[config.mk]
export PLATFORM = sky130hd
export DESIGN_NAME = trap_controller
export DESIGN_NICKNAME = d
export VERILOG_FILES = /design/src/rtl/trap_pkg.sv /design/src/rtl/trap_csr_file.sv /design/src/rtl/trap_controller.sv
export SDC_FILE = /design/constraint.sdc
export NUM_CORES = 1
export LEC_CHECK = 0
export CORE_AREA = 2 2 107 109
export DETAILED_ROUTE_END_ITERATION = 7
export DIE_AREA = 0 0 109 111
export DONT_BUFFER_PORTS = 1
export HOLD_SLACK_MARGIN = 0.02
export PLACE_DENSITY_LB_ADDON = 0.05
export SLEW_MARGIN = 10
export SYNTH_ARGS = -nofsm -noshare
export SYNTH_HDL_FRONTEND = slang
export SYNTH_HIERARCHICAL = 1
export SYNTH_SLANG_ARGS = --single-unit
[constraint.sdc]
create_clock -name clk -period 4.7 [get_ports clk]
set_input_delay 0.94 -clock clk [delete_from_list [all_inputs] [get_ports clk]]
set_output_delay 0.94 -clock clk [all_outputs]
set_load 0.01 [all_outputs]
[src/rtl/trap_pkg.sv]
// Shared types and constants for the supervisor trap sequencer and its CSR file.
package trap_pkg;

    typedef enum logic [2:0] {
        ST_IDLE,
        ST_FLUSH,
        ST_REDIRECT,
        ST_HANDLER,
        ST_RETURN,
        ST_HALT
    } trap_state_e;

    localparam logic [11:0] CSR_STVEC   = 12'h105;
    localparam logic [11:0] CSR_SEPC    = 12'h141;
    localparam logic [11:0] CSR_SCAUSE  = 12'h142;
    localparam logic [11:0] CSR_SSTATUS = 12'h100;
    localparam logic [11:0] CSR_TRAPCNT = 12'h5C0;

    localparam int SIE_BIT  = 1;
    localparam int SPIE_BIT = 5;

endpackage

[src/rtl/trap_csr_file.sv]
// Supervisor CSRs (stvec, sepc, scause, sstatus) with hardware-over-software write priority.
// Optional trap-entry counter at 0x5C0 when TRAP_COUNT_EN is defined.
module trap_csr_file
    import trap_pkg::*;
#(
    parameter int               PC_W        = 15,
    parameter int               CAUSE_W     = 64,
    parameter logic [PC_W-1:0]  RESET_STVEC = 15'h1000
) (
    input  logic               clk,
    input  logic               rst_n,
    input  logic               trap_capture,
    input  logic               sret_restore,
    input  logic [PC_W-1:0]    sepc_in,
    input  logic [CAUSE_W-1:0] scause_in,
    input  logic               csr_we,
    input  logic [11:0]        csr_addr,
    input  logic [63:0]        csr_wdata,
    output logic [63:0]        csr_rdata,
    output logic [PC_W-1:0]    stvec,
    output logic [PC_W-1:0]    sepc
);

    logic [PC_W-1:0]    stvec_q, stvec_d;
    logic [PC_W-1:0]    sepc_q, sepc_d;
    logic [CAUSE_W-1:0] scause_q, scause_d;
    logic               sie_q, sie_d;
    logic               spie_q, spie_d;
    logic [63:0]        trapcnt_rd;

    // Software writes first, then hardware capture/restore overrides them.
    always_comb begin
        stvec_d  = stvec_q;
        sepc_d   = sepc_q;
        scause_d = scause_q;
        sie_d    = sie_q;
        spie_d   = spie_q;
        if (csr_we) begin
            case (csr_addr)
                CSR_STVEC:   stvec_d  = {csr_wdata[PC_W-1:2], 2'b00};
                CSR_SEPC:    sepc_d   = csr_wdata[PC_W-1:0];
                CSR_SCAUSE:  scause_d = csr_wdata[CAUSE_W-1:0];
                CSR_SSTATUS: begin
                    sie_d  = csr_wdata[SIE_BIT];
                    spie_d = csr_wdata[SPIE_BIT];
                end
                default: ;
            endcase
        end
        if (trap_capture) begin
            sepc_d   = sepc_in;
            scause_d = scause_in;
            spie_d   = sie_q;
            sie_d    = 1'b0;
        end
        if (sret_restore) begin
            sie_d  = spie_q;
            spie_d = 1'b1;
        end
    end

    always_ff @(posedge clk or negedge rst_n) begin
        if (!rst_n) begin
            stvec_q  <= RESET_STVEC;
            sepc_q   <= '0;
            scause_q <= '0;
            sie_q    <= 1'b1;
            spie_q   <= 1'b0;
        end else begin
            stvec_q  <= stvec_d;
            sepc_q   <= sepc_d;
            scause_q <= scause_d;
            sie_q    <= sie_d;
            spie_q   <= spie_d;
        end
    end

`ifdef TRAP_COUNT_EN
    logic [31:0] trap_cnt_q, trap_cnt_d;

    always_comb begin
        trap_cnt_d = trap_cnt_q;
        if (trap_capture && (trap_cnt_q != 32'hFFFF_FFFF)) begin
            trap_cnt_d = trap_cnt_q + 32'd1;
        end
        if (csr_we && (csr_addr == CSR_TRAPCNT)) begin
            trap_cnt_d = '0;
        end
    end

    always_ff @(posedge clk or negedge rst_n) begin
        if (!rst_n) begin
            trap_cnt_q <= '0;
        end else begin
            trap_cnt_q <= trap_cnt_d;
        end
    end

    assign trapcnt_rd = 64'(trap_cnt_q);
`else
    assign trapcnt_rd = '0;
`endif

    always_comb begin
        csr_rdata = '0;
        case (csr_addr)
            CSR_STVEC:   csr_rdata = 64'(stvec_q);
            CSR_SEPC:    csr_rdata = 64'(sepc_q);
            CSR_SCAUSE:  csr_rdata = 64'(scause_q);
            CSR_SSTATUS: begin
                csr_rdata[SIE_BIT]  = sie_q;
                csr_rdata[SPIE_BIT] = spie_q;
            end
            CSR_TRAPCNT: csr_rdata = trapcnt_rd;
            default:     csr_rdata = '0;
        endcase
    end

    assign stvec = stvec_q;
    assign sepc  = sepc_q;

endmodule

[src/rtl/trap_controller.sv]
// Trap entry/return sequencer: captures faults, flushes, redirects to stvec, returns on sret.
// Define TRAP_COUNT_EN to add the trap-entry counter CSR at 0x5C0.
module trap_controller
    import trap_pkg::*;
#(
    parameter int               PC_W         = 15,
    parameter int               CAUSE_W      = 64,
    parameter int               FLUSH_CYCLES = 2,
    parameter logic [PC_W-1:0]  RESET_STVEC  = 15'h1000
) (
    input  logic               clk,
    input  logic               rst_n,
    input  logic               exception,
    input  logic [PC_W-1:0]    sepc_in,
    input  logic [CAUSE_W-1:0] scause_in,
    input  logic               sret,
    input  logic               csr_we,
    input  logic [11:0]        csr_addr,
    input  logic [63:0]        csr_wdata,
    output logic [63:0]        csr_rdata,
    output logic               flush,
    output logic               pc_redirect,
    output logic [PC_W-1:0]    redirect_pc,
    output logic               in_trap,
    output logic               double_fault
);

    trap_state_e     state_q, state_d;
    logic [2:0]      cnt_q, cnt_d;
    logic            flush_q, flush_d;
    logic            pc_redirect_q, pc_redirect_d;
    logic [PC_W-1:0] redirect_pc_q, redirect_pc_d;
    logic            in_trap_q, in_trap_d;
    logic            double_fault_q, double_fault_d;
    logic [PC_W-1:0] stvec, sepc;
    logic            trap_capture, sret_restore, csr_we_g;

    assign trap_capture = (state_q == ST_IDLE) && exception;
    // A nested fault outranks sret, so the restore is suppressed when both arrive.
    assign sret_restore = (state_q == ST_HANDLER) && sret && !exception;
    assign csr_we_g     = csr_we && (state_q != ST_HALT);

    trap_csr_file #(
        .PC_W        (PC_W),
        .CAUSE_W     (CAUSE_W),
        .RESET_STVEC (RESET_STVEC)
    ) u_csr (
        .clk          (clk),
        .rst_n        (rst_n),
        .trap_capture (trap_capture),
        .sret_restore (sret_restore),
        .sepc_in      (sepc_in),
        .scause_in    (scause_in),
        .csr_we       (csr_we_g),
        .csr_addr     (csr_addr),
        .csr_wdata    (csr_wdata),
        .csr_rdata    (csr_rdata),
        .stvec        (stvec),
        .sepc         (sepc)
    );

    always_ff @(posedge clk or negedge rst_n) begin
        if (!rst_n) begin
            state_q        <= ST_IDLE;
            cnt_q          <= '0;
            flush_q        <= 1'b0;
            pc_redirect_q  <= 1'b0;
            redirect_pc_q  <= '0;
            in_trap_q      <= 1'b0;
            double_fault_q <= 1'b0;
        end else begin
            state_q        <= state_d;
            cnt_q          <= cnt_d;
            flush_q        <= flush_d;
            pc_redirect_q  <= pc_redirect_d;
            redirect_pc_q  <= redirect_pc_d;
            in_trap_q      <= in_trap_d;
            double_fault_q <= double_fault_d;
        end
    end

    always_comb begin
        state_d = state_q;
        cnt_d   = cnt_q;
        case (state_q)
            ST_IDLE: begin
                if (exception) begin
                    state_d = ST_FLUSH;
                    cnt_d   = 3'(FLUSH_CYCLES);
                end
            end
            ST_FLUSH: begin
                if (cnt_q <= 3'd1) begin
                    cnt_d   = '0;
                    state_d = ST_REDIRECT;
                end else begin
                    cnt_d = cnt_q - 3'd1;
                end
            end
            ST_REDIRECT: state_d = ST_HANDLER;
            ST_HANDLER: begin
                if (exception) begin
                    state_d = ST_HALT;
                end else if (sret) begin
                    state_d = ST_RETURN;
                end
            end
            ST_RETURN: state_d = ST_IDLE;
            ST_HALT:   state_d = ST_HALT;
            default:   state_d = ST_IDLE;
        endcase
    end

    // Outputs are registered from the current state, so they trail it by one edge.
    always_comb begin
        flush_d        = 1'b0;
        pc_redirect_d  = 1'b0;
        redirect_pc_d  = redirect_pc_q;
        in_trap_d      = 1'b0;
        double_fault_d = double_fault_q;
        case (state_q)
            ST_FLUSH: flush_d = 1'b1;
            ST_REDIRECT: begin
                flush_d       = 1'b1;
                pc_redirect_d = 1'b1;
                redirect_pc_d = stvec;
            end
            ST_HANDLER: in_trap_d = 1'b1;
            ST_RETURN: begin
                flush_d       = 1'b1;
                pc_redirect_d = 1'b1;
                redirect_pc_d = sepc;
            end
            ST_HALT: begin
                flush_d        = 1'b1;
                double_fault_d = 1'b1;
            end
            default: ;
        endcase
    end

    assign flush        = flush_q;
    assign pc_redirect  = pc_redirect_q;
    assign redirect_pc  = redirect_pc_q;
    assign in_trap      = in_trap_q;
    assign double_fault = double_fault_q;

endmodule

==> Yosys cells after proc, flatten, opt, wreduce, memory -nomap -nowiden <==
Cells that the tools add are included.
{ "totals": {"ramBits": 0, "output_inout_bits": 83, "word_cells": 79, "ff_bits": 119, "latchBits": 0, "memories": 0, "romBits": 0} }
{ "classes": {"bitwise": 0, "n_div": 0, "reduce_logical": 21, "n_lt_le_gt_ge": 1, "n_eq_ne": 13, "mux": 31, "addsub": 1, "n_shift": 0, "mul": 0} }
{ "op_table": {"columns": ["op", "count"], "rows": [
  ["$mux 64", 3],
  ["$pmux 58 s3", 1],
  ["$eq 12x9->1 const B", 4],
  ["$mux 15", 3],
  ["$pmux 15 s2", 1],
  ["$mux 3", 6],
  ["$pmux 3 s5", 1],
  ["$mux 1", 11],
  ["$reduce_and 2->1", 5],
  ["$reduce_bool 2->1", 5],
  ["$pmux 3 s3", 1],
  ["$eq 3x2->1 const B", 2],
  ["$eq 3x3->1 const B", 2],
  ["$ne 3x3->1 const B", 2],
  ["$pmux 3 s2", 1],
  ["$reduce_bool 3->1", 2],
  ["$logic_and 1x1->1", 4],
  ["$ne 2x2->1 const B", 2],
  ["$pmux 1 s4", 1],
  ["$reduce_or 4->1", 1],
  ["$eq 3x1->1 const B", 1],
  ["$le 3x1->1 const B", 1],
  ["$logic_not 3->1", 1],
  ["$pmux 1 s3", 1],
  ["5 further kinds", 5]
]} }

==> Logic depth before layout (Yosys ltp) <==
Gate-level depths: netlist of run 1.
{ "depth": {"word_depth": 5, "mapped_depth": 10, "depth_no_buf": 6} }

==> Cells and area by module <==
Netlist of run 1, hierarchy kept.
{ "modules_own_cells": {"columns": ["module", "seq_area_each_um2", "cells_each", "instances", "area_each_um2"], "rows": [
  ["trap_csr_file", 2354.8, 562, 1, 5121.2],
  ["trap_controller", 625.6, 144, 1, 1438.9]
]} }

==> Least setup slack after synthesis of run 1 <==
Ideal clock, no wire load.
{ "synth_timing": {"path_type": "input-to-output", "start": "input port csr_addr[9]", "end": "output port csr_rdata[10]", "stages": 4, "slack_ns": 1.342, "t_required_ns": 3.760, "path_buffers": 1, "t_arrival_ns": 2.418, "cell_sequence": "or4b_1 nor4_1 buf_2 a221o_1"} }
{ "synth_via": {"elab_chain_cells": 2, "word_cells_on_any_way": 4} }
{ "synth_lines": {"columns": ["item", "line_no", "rtl"], "rows": [
  ["start, declared", "trap_controller.sv:18", "input logic [11:0] csr_addr,"],
  ["$eq 12x9->1", "trap_csr_file.sv:106", "case (csr_addr)"],
  ["$pmux 58 s3 *", "trap_csr_file.sv:106", null],
  ["end, declared", "trap_controller.sv:20", "output logic [63:0] csr_rdata,"]
]} }
Mark *: on every way between the ends. The rest lies on a longest branch, timed or not.

==> Worst setup path in the final report of run 1 <==
{ "layout_timing": {"start": "input port csr_addr[5]", "end": "output port csr_rdata[1]"} }
{ "layout_via": {"elab_chain_cells": 2, "word_cells_on_any_way": 4} }
{ "layout_lines": {"columns": ["item", "line_no"], "rows": [
  ["$eq 12x9->1", "trap_csr_file.sv:106"],
  ["$pmux 1 s3 *", "trap_csr_file.sv:106"]
]} }
Marked as above.

==> results.txt, run 1 <==
status: finished clean
critical path fanouts, max: 15
Clock Pin Slew Worst Setup and Hold Paths: 0.05 ns
most common cell in the netlist: dfrtp_1
CTS Hold Bufs: 0
post-route minimum period: 3.82 ns
CTS Buf Count: 17
r2r worst-path depth: 5
Core Region: 11,100 um2
gr ovfl total: 0
area growth from synthesis to layout: 9.17%
Routed Antenna Nets: 0
Seq cells post-synth: 119
largest net degree at the start of global routing: 120
CP Cell Sequence: nor4_1, nand3_1, o21ai_0
leading area contributor after synthesis: dfrtp_1
first-pass GRT wire length: 28.7 mm
Top delay family on crit path: simple AND/OR/NAND/NOR gates
Final HPWL DP: 12.6 mm
most common flop cell mapped by yosys: dfrtp_1
DRC viols: 0
Fillers: 908
design area: 7160 um2
sequential area share after synthesis: 45.4%
Relative slew margins: 31.0%
post-synth top area share: 44.6%
Max Cap Viol: 0
final net count: 833
critical path depth: 3
# IOs: 243
WL final: 18.4 mm
Hold Crit Class: in2async
Pwr Density: 615 nW/um2
yosys warns: 6
total number of vias: 5,544
final setup fails: 0
CP Launch Type: input pin
Tcrit/Tclk final: 81.3%
Setup crit end kind: output pin
CP required: 3.76 ns
GR Util All Layers: 30.9%
clock latency on the worst-skew pair: 0.41 ns
FMAX: 262 MHz
Starting Density: 59.2%
Final Hold Vio Count: 0
Via density: 6.70
Slew Limit Fails: 0
RD Place Congestion: 0.879
unrepaired setup endpoints after global routing: false
Post-Syn Area: 6560 um2
clk_skew: 0.00805 ns
Bufs and invs on worst path: 0
non-filler cells, final: 828
# rows: 39
post_cts resized: 0
Setup TNS Final: 0 ns
Buffers on Ports: 0
H-tree depth: 4
die area: 12,100 um2
root buffer cell: clkbuf_16
drt wl/cell: 22.2 um
worst slew pin tran: 1.02 ns
postcts setup bufs: 0
distinct cell type count after synthesis: 59
Die H: 111 um
fraction of registers with async set or reset after synthesis: 100%
Area contributors post-synth: dfrtp_1 (45%), a221o_1 (6.0%), and2_1 (5.8%)
CTS tree: built
Post-synth EDFFs: 0
Inst Count DP: 795
DP Area: 6550 um2
Die Wd: 109 um
Worst path max stage delay: 0.75 ns
DR iter-0 viols: 587
post-synthesis area per instance: 9.29 um2
maximum root-to-sink buffer count: 2
kind of critical path: in2out
P_leak: 0.00304 uW
Clock Sinks: 119
number of global-route vias before repair: 5,458
Mapped Cells: 706
commonest cells in the netlist: dfrtp_1 (117), nor2_1 (70), nand3_1 (63)
fraction of layout cells with a size suffix above 1: 11.1%
Critical-path top delay cell: nand3_1
worst-case vdd ir drop: 0.386 mV
Pre-antenna DRT Iters: 5
initial antenna violation count: 1
Arr. time, crit path: 2.88 ns
Fin Hold WS: 0.219 ns
-- placed cells by master, fill, tap and decap left out, types with 3 or more instances in the layout --
cell / instances
a21o_1: 3
a21oi_1: 4
a221o_1: 39
a221oi_1: 11
a22oi_1: 12
a2bb2oi_1: 5
a31oi_1: 50
and2_1: 61
and3_1: 14
buf_4: 10
bufinv_16: 3
clkbuf_16: 17
clkinv_2: 5
clkinv_4: 3
dfrtp_1: 117
inv_1: 4
mux2_2: 5
mux2_4: 10
nand2_1: 58
nand2b_1: 5
nand3_1: 63
nor2_1: 70
nor2b_1: 26
nor3b_1: 13
o21ai_0: 5
o21ai_1: 12
o221ai_1: 10
-- power breakdown --
part	switching, uW	internal (uW)	leakage [uW]
combinational	656	573	0.00134
sequential	383	1460	0.00140
clock	469	859	0.000296
total	1510	2890	0.00304
-- through the flow --
stage,total power (uW),utilization (%),setup WS (ns)
CTS,4410,64.6,0.874
global placement,2980,59.1,0.945
global route,4690,64.6,0.595
finish,4400,64.7,0.881
floorplan,2760,-,1.34
detailed placement,3060,59.1,0.874
-- registers in the layout (all words and copies together), names as in the netlist --
register	count
cnt_q	3
in_trap	1
u_csr/spie_q	1
u_csr/stvec	13
double_fault	1
flush	1
pc_redirect	1
state_q	3
u_csr/scause_q	64
u_csr/sepc	15
u_csr/sie_q	1
redirect_pc	15
-- kinds of logic (layout without fill, tap and decap cells) --
group,Yosys count,after routing,share of synthesized area (%)
simple gates,333,333,26.8
compound gates,161,161,18.8
flops,119,119,45.4
buf+inv,73,50,5.09
mux,16,16,3.30
fa+ha+maj,2,2,0.381
other cells,1,3,0.0572
xor+xnor,1,1,0.134
-- metal layers --
| metal | share of wire [%] | track usage (%) |
|---|---|---|
| met1 | 41 | 40.0 |
| met2 | 48 | 47.1 |
| met3 | 7.6 | 8.64 |
| met4 | 4.0 | 15.8 |
| met5 | 0 | 0 |
-- worst paths after layout --
| kind | slack (ns) | from | to |
|---|---|---|---|
| max | 0.88 | csr_addr[5] | csr_rdata[1] |
| min | 0.22 | rst_n | redirect_pc[11]$_DFFE_PN0P_ |
| max reg2reg | 1.55 | state_q[0]$_DFFE_PN0P_ | u_csr/sepc[12]$_DFFE_PN0P_ |
| min reg2reg | 0.53 | cnt_q[0]$_DFFE_PN0P_ | cnt_q[0]$_DFFE_PN0P_ |
| max in group asynchronous | 4.24 | rst_n | u_csr/sie_q$_DFFE_PN1P_ |
| min in group clk | 0.53 | cnt_q[0]$_DFFE_PN0P_ | cnt_q[0]$_DFFE_PN0P_ |
-- worst reg2reg max path: stages, from the launching register on --
cell,delay (ns)
dfrtp_1,0.76
nor2b_1,0.38
a21boi_4,0.43
and4_1,0.97
nor3b_1,0.15
a221o_1,0.33
-- final cells by class --
type	instances	area, um2	share of cell area (%)
Multi-Input combinational cell	515	3270	45.6
Sequential cell	119	2980	41.6
Clock buffer	20	457	6.38
Tap cell	143	179	2.50
Clock inverter	12	151	2.11
Timing Repair Buffer	11	95.1	1.33
Inverter	7	27.5	0.384
Antenna cell	1	2.50	0.0349
Note: power is estimated with default switching activity, not from simulation.
==> run 2: changes to the inputs <==
==> constraint.sdc (replaced) <==
create_clock -name clk -period 3.7 [get_ports clk]
set_input_delay 0.74 -clock clk [delete_from_list [all_inputs] [get_ports clk]]
set_output_delay 0.74 -clock clk [all_outputs]
set_load 0.01 [all_outputs]
==> results.txt, run 2 (synthesized netlist as in run 1, its figures left out) <==
most common cell after layout, fill and taps aside: dfrtp_1 (unchanged)
M1 GR Usage: 40.4% (was 40.0%)
Relative slew margins: 34.1% (was 31.0%)
commonest non-fill, non-tap cells in the layout: dfrtp_1 (117), nor2_1 (70), nand3_1 (63), and2_1 (61), nand2_1 (58) (unchanged)
Die Wd: 109 um (unchanged)
Hold Crit Class: in2async (unchanged)
gr ovfl total: 0 (unchanged)
first-pass GRT wire length: 28.8 mm (was 28.7 mm)
end of the worst register-to-register path: u_csr/spie_q$_DFFE_PN0P_ (was u_csr/sepc[12]$_DFFE_PN0P_)
post_cts resized: 0 (unchanged)
clock network fraction of total power: 30.5% (was 30.2%)
critical path fanouts, max: 69 (was 15)
final setup fails: 0 (unchanged)
worst r2r src: state_q[2]$_DFFE_PN0P_ (was state_q[0]$_DFFE_PN0P_)
reg2reg setup slack: 0.95 ns (was 1.55 ns)
initial antenna violation count: 1 (unchanged)
largest net degree at the start of global routing: 114 (was 120)
design area: 7240 um2 (was 7160 um2)
CTS Buf Count: 17 (unchanged)
FMAX: 314 MHz
DRC viols: 0 (unchanged)
status: finished clean (unchanged)
H-tree depth: 4 (unchanged)
CTS tree: built (unchanged)
Setup TNS Final: 0 ns (unchanged)
Core Region: 11,100 um2 (unchanged)
Setup crit end kind: output pin (unchanged)
Pre-antenna DRT Iters: 5 (unchanged)
# rows: 39 (unchanged)
Logic pwr share: 28.7% (was 27.9%)
RD Place Congestion: 0.886 (was 0.879)
Tcrit/Tclk final: 86.0%
clock latency on the worst-skew pair: 0.42 ns (was 0.41 ns)
Core Util, Final: 65.3% (was 64.7%)
Reg with most FFs: u_csr/scause_q (unchanged)
total number of vias: 5,624 (was 5,544)
kind of critical path: in2out (unchanged)
worst-case vdd ir drop: 0.463 mV (was 0.386 mV)
Clock Pin Slew Worst Setup and Hold Paths: 0.05 ns (about the same)
drt wl/cell: 22.2 um (about the same)
Routed Antenna Nets: 0 (unchanged)
root buffer cell: clkbuf_16 (unchanged)
number of global-route vias before repair: 5,415 (was 5,458)
setup slack after layout: 0.518 ns (was 0.881 ns)
final net count: 840 (was 833)
clk_skew: 0.0124 ns (was 0.00805 ns)
switching share of total power: 34.1% (was 34.3%)
power share of the sequential group: 40.8% (was 41.9%)
Pwr Density: 782 nW/um2 (was 615 nW/um2)
Via density: 6.74 (was 6.70)
Internal: 3730 uW (was 2890 uW)
Clock Sinks: 119 (unchanged)
Die H: 111 um (unchanged)
non-filler cells, final: 835 (was 828)
Starting Density: 59.2% (unchanged)
Arr. time, crit path: 2.44 ns (was 2.88 ns)
DR iter-0 viols: 499 (was 587)
postcts setup bufs: 0 (unchanged)
r2r worst-path depth: 6 (was 5)
area growth from synthesis to layout: 10.3% (was 9.17%)
DP Area: 6580 um2 (was 6550 um2)
Switch Pwr: 1930 uW (was 1510 uW)
post-route minimum period: 3.18 ns
fraction of layout cells with a size suffix above 1: 11.9% (was 11.1%)
CP Launch Type: input pin (unchanged)
CP required: 2.96 ns (was 3.76 ns)
GRT Max-Usage Layer: met2 (unchanged)
Final HPWL DP: 12.5 mm (was 12.6 mm)
maximum root-to-sink buffer count: 2 (unchanged)
max FFs per register: 64 (unchanged)
Slew Limit Fails: 0 (unchanged)
Buffers on Ports: 0 (unchanged)
M3 GR Usage: 9.17% (was 8.64%)
P_leak: 0.00308 uW (was 0.00304 uW)
worst slew pin tran: 0.974 ns (was 1.02 ns)
die area: 12,100 um2 (unchanged)
Max Cap Viol: 0 (unchanged)
WL final: 18.5 mm (was 18.4 mm)
unrepaired setup endpoints after global routing: false (unchanged)
M2 GR Usage: 47.4% (was 47.1%)
# IOs: 243 (unchanged)
Final Hold Vio Count: 0 (unchanged)
GR Util All Layers: 31.0% (was 30.9%)
Inst Count DP: 800 (was 795)
Fillers: 889 (was 908)
worst slack, placed: 0.532 ns (was 0.874 ns)
## run 2: cell count changes in the layout (fill, tap and decap cells not counted)
cell           before  now
buf_16              0    1
bufinv_16           3    4
clkbuf_8            2    1
clkinvlp_4          2    4
clkinv_4            3    1
dlygate4sd3_1       0    1
buf_12              1    0
buf_4              10   16
## run 2: worst max-delay path by stage
stage | from | endpoint | slack [ns] | cells past startpoint
2_1_floorplan | csr_addr[9] | csr_rdata[10] | 0.74 | 4
3_3_place_gp | csr_addr[9] | csr_rdata[51] | 0.60 | 4
3_5_place_dp | csr_addr[9] | csr_rdata[49] | 0.53 | 4
4_1_cts | csr_addr[9] | csr_rdata[49] | 0.52 | 4
5_1_grt | csr_addr[9] | csr_rdata[56] | 0.38 | 4
6_report | csr_addr[9] | csr_rdata[49] | 0.52 | 4
## run 2: critical path, stage by stage
cell     delay [ns]
nor4b_2        0.56
and4_2         0.36
buf_4          0.46
and2_1         0.27
## run 2: layout make-up
type	count	area [um2]	share of cell area, %
timing repair buffer	18	158	2.18
clock inverter	13	179	2.47
inverter	7	27.5	0.380
antenna	1	2.50	0.0346
tap	143	179	2.47
sequential	119	2980	41.2
clock buffer	19	443	6.12
multi-input combinational	515	3270	45.2
## run 2: timing repair
action / CTS / global route
endpoints found under the setup margin: 0 / 0
hold buffers: 2 / 0
hold endpoints to repair: 113 / 0
## run 2: metal layers
metal	vias to the layer above	routed length, um
li1	2522	-
met1	2763	7330
met2	290	8830
met3	49	1670
met4	0	702
met5	-	0
## run 2: power groups by stage
stage | Clock [uW] | Combinational, uW | Sequential, uW
2_1_floorplan | 0 | 1350 | 2150
3_3_place_gp | 0 | 1510 | 2300
3_5_place_dp | 0 | 1590 | 2300
4_1_cts | 1750 | 1620 | 2300
5_1_grt | 1820 | 1820 | 2380
6_report | 1730 | 1620 | 2310
## run 2: through the flow
stage                     power (uW)  hold WS (ns)
final                           5660         0.170
after global routing            6020         0.153
after CTS                       5670         0.157
after detailed placement        3890         0.447
after global placement          3800         0.447
after floorplan                 3500         0.444
